$ cat config.mk
export PLATFORM = sky130hd
export DESIGN_NAME = shift_left_seq
export DESIGN_NICKNAME = d
export VERILOG_FILES = /design/src/rtl/shift_left_seq.sv
export SDC_FILE = /design/constraint.sdc
export NUM_CORES = 1
export LEC_CHECK = 0
export BUFFER_PORTS_ARGS = -buffer_cell sky130_fd_sc_hd__buf_2
export CORE_MARGIN = 1.5
export CORE_UTILIZATION = 51
export CTS_CLUSTER_DIAMETER = 60
export CTS_CLUSTER_SIZE = 8
export DETAILED_ROUTE_END_ITERATION = 6
export PLACE_DENSITY = 0.79
export SETUP_SLACK_MARGIN = 0.3
export SYNTH_ARGS = -nofsm -noshare
export SYNTH_HDL_FRONTEND = slang
export SYNTH_SLANG_ARGS = --single-unit
$ cat constraint.sdc
create_clock -name clk -period 2.3 [get_ports clk]
set_input_delay 0.345 -clock clk [delete_from_list [all_inputs] [get_ports clk]]
set_output_delay 0.345 -clock clk [all_outputs]
set_load 0.01 [all_outputs]
$ cat src/rtl/shift_left_seq.sv
// shift_left_seq: multi-cycle logical left shifter, one bit position per clock
module shift_left_seq #(
  parameter int n = 16,
  parameter int m = 4
) (
  input  logic         clk,
  input  logic         reset,
  input  logic         start,
  input  logic [n-1:0] in,
  input  logic [m-1:0] shift,
  output logic         busy,
  output logic         done,
  output logic [n-1:0] result,
  output logic         carry
);
  typedef enum logic [1:0] {IDLE, SHIFT, DONE} state_t;
  state_t state, state_nx;
  logic [m-1:0] count;
  logic accept;
  assign accept = start && state != SHIFT;
  assign busy = state == SHIFT;
  assign done = state == DONE;
  // next state: a zero shift skips straight to DONE, otherwise count down to the final shift
  always_comb begin
    state_nx = IDLE;
    if (accept) state_nx = shift == '0 ? DONE : SHIFT;
    else if (state == SHIFT) state_nx = count == m'(1) ? DONE : SHIFT;
  end
  // state register
  always_ff @(posedge clk or posedge reset) begin
    if (reset) state <= IDLE;
    else state <= state_nx;
  end
  // datapath: capture on accept, shift one bit per SHIFT cycle, hold otherwise
  always_ff @(posedge clk or posedge reset) begin
    if (reset) begin
      result <= '0;
      carry  <= 1'b0;
      count  <= '0;
    end else if (accept) begin
      result <= in;
      carry  <= 1'b0;
      count  <= shift;
    end else if (state == SHIFT) begin
      result <= {result[n-2:0], 1'b0};
      carry  <= result[n-1];
      count  <= count - m'(1);
    end
  end
endmodule

# After elaboration in Yosys (flattened, before gate mapping)
# Index checks and enable logic that the tools add are counted.
dict set report word_totals {
  reg_bits 23
  input_bits 23
  out_inout_bits 19
  elab_cells 22
}
dict set report op_classes {
  n_addsub 1
  eq_ne 4
  mux 10
  reduce_logical 3
}
# operator n
set ops {}
lappend ops {{16-bit two-way mux} 2}
lappend ops {{2-bit two-way mux} 4}
lappend ops {{4-bit two-way mux} 2}
lappend ops {{4-bit by 1-bit == test with 1-bit output (second input constant)} 1}
lappend ops {{4-bit zero test} 1}
lappend ops {{4-bit by 1-bit subtractor with 4-bit output (second input constant)} 1}
lappend ops {{2-bit by 1-bit == test with 1-bit output (second input constant)} 1}
lappend ops {{2-bit == test (second input constant)} 1}
lappend ops {{1-bit two-way mux} 2}
lappend ops {{2-bit by 1-bit != test with 1-bit output (second input constant)} 1}
lappend ops {{2-bit nonzero test} 1}
lappend ops {{1-bit logical AND} 1}

# Longest topological paths before layout
dict set report logic_depth {
  ltp_word 4
  mapped_depth 6
  depth_no_buf 5
}

# Worst setup path after synthesis
# No wires, ideal clock.
dict set report synth_timing {
  path_type {register to register}
  from {reg state[1]}
  to {reg count[2]}
  arrival_ns 1.085
  required_time_ns 2.177
  slack_ns 1.092
  path_stages_with_launch 5
  n_path_buf 0
  synth_period_minus_slack_ns 1.208
  cell_sequence {dfrtp_1 > nand2b_4 > inv_4 > mux2_4 > o221a_1}
}
dict set report synth_between {
  elab_chain_len 3
  word_cells_on_any_way 5
  cone_classes {eq/ne: 2; mux: 1; reduce/logical: 2}
}
# element line_no
set synth_lines {}
lappend synth_lines {{start: declaration} 17} ;# state_t state, state_nx;
lappend synth_lines {{start signal: assignment} 32} ;# else state <= state_nx;
lappend synth_lines {{2-bit by 1-bit != test with 1-bit output} 20} ;# assign accept = start && state != SHIFT;
lappend synth_lines {{1-bit logical AND} 20}
lappend synth_lines {{4-bit two-way mux / 2-bit nonzero test (equally long branches)} --}
lappend synth_lines {{end signal: assignment} 43} ;# count <= shift;
lappend synth_lines {{end signal: assignment} 47} ;# count <= count - m'(1);
lappend synth_lines {{end: declaration} 18} ;# logic [m-1:0] count;
# Parallel ways exist; a longest one is shown, timed or not.
# A chain may end at the register's enable or synchronous reset.

# Worst setup path after layout
dict set report layout_timing {
  from {reg state[1]}
  to {out busy}
}
dict set report layout_between {
  elab_chain_len 1
}
# element line_no
set layout_lines {}
lappend layout_lines {{2-bit by 1-bit == test with 1-bit output} 21} ;# assign busy = state == SHIFT;
lappend layout_lines {{end: declaration} 11} ;# output logic busy,
# No other way between the ends.

==> results.tsv <==
metric	value	unit
clk_skew	0.00439	ns
Netlist cell types	24	
register area	576	sq um
drt first pass iters	4	
DRT iter0 DRCs	16	
Initial Util	0.558	
fraction of layout cells with a size suffix above 1	0.333	
Place WS	0.801	ns
Num CTS Buffers	3	
crit path launch type	register	
vias in the first global route	868	
Die Footprint	2530	sq um
Die W	50.3	um
largest net degree at the start of global routing	42	
Slew HR	0.441	
clock slew at the register clock pins of the worst setup and hold paths	0.13	ns
clock sink total	23	
post-cts resize count	0	
fin cells	174	
syn_area_per_cell	10.5	sq um
CP endpoint kind	primary output	
top-area cell type share of the netlist area	0.505	
Cell Count Post-Placement	170	
cts hold-fix bufs	0	
VDD IR max	650	uV
Die Height	50.3	um
multi-input logic area	503	sq um
number of synthesized register bits	23	
Slew Viols, Final	0	
Antenna Cells	0	
highest clock rate	0.584	GHz
root buf cell	clkbuf_4	
Setup Fix Bufs, Post-CTS	0	
DRC Markers	0	
synthesized instance count	109	
CTS tree	built	
Max clock buf depth	2	
most frequent cells in the layout	buf_2, dfrtp_1, nand2_1, mux2i_1, o21ai_0	
Ports	42	
Hold Worst Slack	0.178	ns
Core Rows	16	
global-route usage over all layers	0.187	
global-route wire length before repair	3.62	mm
Hold Violations, Final	0	
crit path DAT	1.37	ns
Power Dens Cells	1170	nW/um^2
Worst-Margin Slew	0.838	ns
area grow syn2layout	19.5	%
clk_lat worst skew	0.31	ns
core area	2040	sq um
routed vias/inst	5.14	
Max-Cap Viols	0	
post-route setup TNS	0	ns
post-layout minimum cycle time	1.71	ns
DP HPWL	1.50	mm
status	finished clean	
Total Wirelength	2.11	mm
commonest non-fill, non-tap cell in the layout	buf_2	
Vias	895	
critical path type	reg -> out	
Tcrit/Tclk final	0.744	
ANT nets after route	0	
H-tree levels	1	
CP required	1.96	ns
total congestion overflow	0	
initial antenna violation count	0	
IO buf count	41	
sequential share of the synthesized area	0.505	
total power	1.59	mW
post-route setup slack	0.588	ns
YS warnings	0	
Yosys top cell by area	dfrtp_1	
Crit Path Max Fanout	41	
drt wl/cell	12.1	um
RSZ-0062 raised after global routing	no	
syn_nets	134	
fill count	193	
Final nets	173	
Lkg Pwr	0.739	nW
largest cells by area after synthesis	dfrtp_1, mux2i_1, o21ai_0, nand2_1, o211a_1	
Final Wtd Congestion	0.731	
Post-Syn Area	1140	sq um
Min-Delay Path Class	in -> async	
final setup fails	0	
-- critical path, stage by stage (launching register included) --
cell and delay [ns]:
dfrtp_1 0.39, nand2b_4 0.18, inv_4 0.28, buf_2 0.20
-- worst paths after layout --
kind | start | endpoint | slack [ns] | cells past startpoint
max | state[1] | busy | 0.59 | 3
min | reset | result[11] | 0.18 | 2
max reg2reg | state[1] | count[2] | 0.80 | 4
min reg2reg | result[6] | result[7] | 0.51 | 2
max in group asynchronous | reset | state[0] | 1.61 | 2
min in group clk | in[0] | result[0] | 0.29 | 3
-- power breakdown --
group,internal [mW],leakage (nW),switching (mW)
Sequential,0.582,0.286,0.128
Clock,0.0650,0.0177,0.121
Combinational,0.303,0.436,0.389
Total,0.950,0.739,0.638
-- per-layer routing --
metal / vias to the layer above / GRT usage / part of all wire
met4: 0 / 0.102 / 0.013
met5: - / 0 / 0
li1: 454 / - / -
met1: 410 / 0.229 / 0.45
met2: 27 / 0.311 / 0.48
met3: 4 / 0.0298 / 0.057
-- metrics by stage --
step	area, sq um	util
finish	1360	0.667
global route	1360	0.667
CTS	1360	0.667
detailed placement	1340	0.654
global placement	1340	0.654
floorplan	1140	-
-- layout make-up --
type | count | area share
clock inverters | 1 | 0.00367
clock buffers | 3 | 0.0165
flip-flops and latches | 23 | 0.422
inverters | 4 | 0.0129
repair buffers | 41 | 0.151
multi-input cells | 75 | 0.369
well taps | 27 | 0.0248
-- synthesized netlist by cell type --
cell type,instances
o211a_1,3
nand2b_4,1
o22ai_1,1
mux2i_1,16
clkbuf_1,1
nand3_1,3
inv_4,1
nand2_1,21
buf_4,4
a21oi_1,2
mux2_4,2
nor2b_1,1
o21ai_0,16
nand2b_1,1
nor2_1,1
nand3b_1,1
o221a_1,1
ha_1,2
nor4_1,1
nor3b_1,1
inv_1,3
buf_2,2
nor3_1,1
dfrtp_1,23
-- state kept, by name (all words and copies together) (netlist names) --
name and cells:
result 16, count 4, state 2, carry 1
-- cells by family (layout without fill, tap and decap cells) --
family                   after synthesis  count (layout)  share of synthesized area
multiplexers                          18              18                      0.167
adder cells (fa/ha/maj)                2               2                     0.0220
AND/OR/NAND/NOR                       32              32                      0.132
AO/OA/AOI/OAI                         23              23                      0.121
buffers and inverters                 11              49                     0.0538
flip-flops                            23              23                      0.505
(Power assumes the default switching activity.)
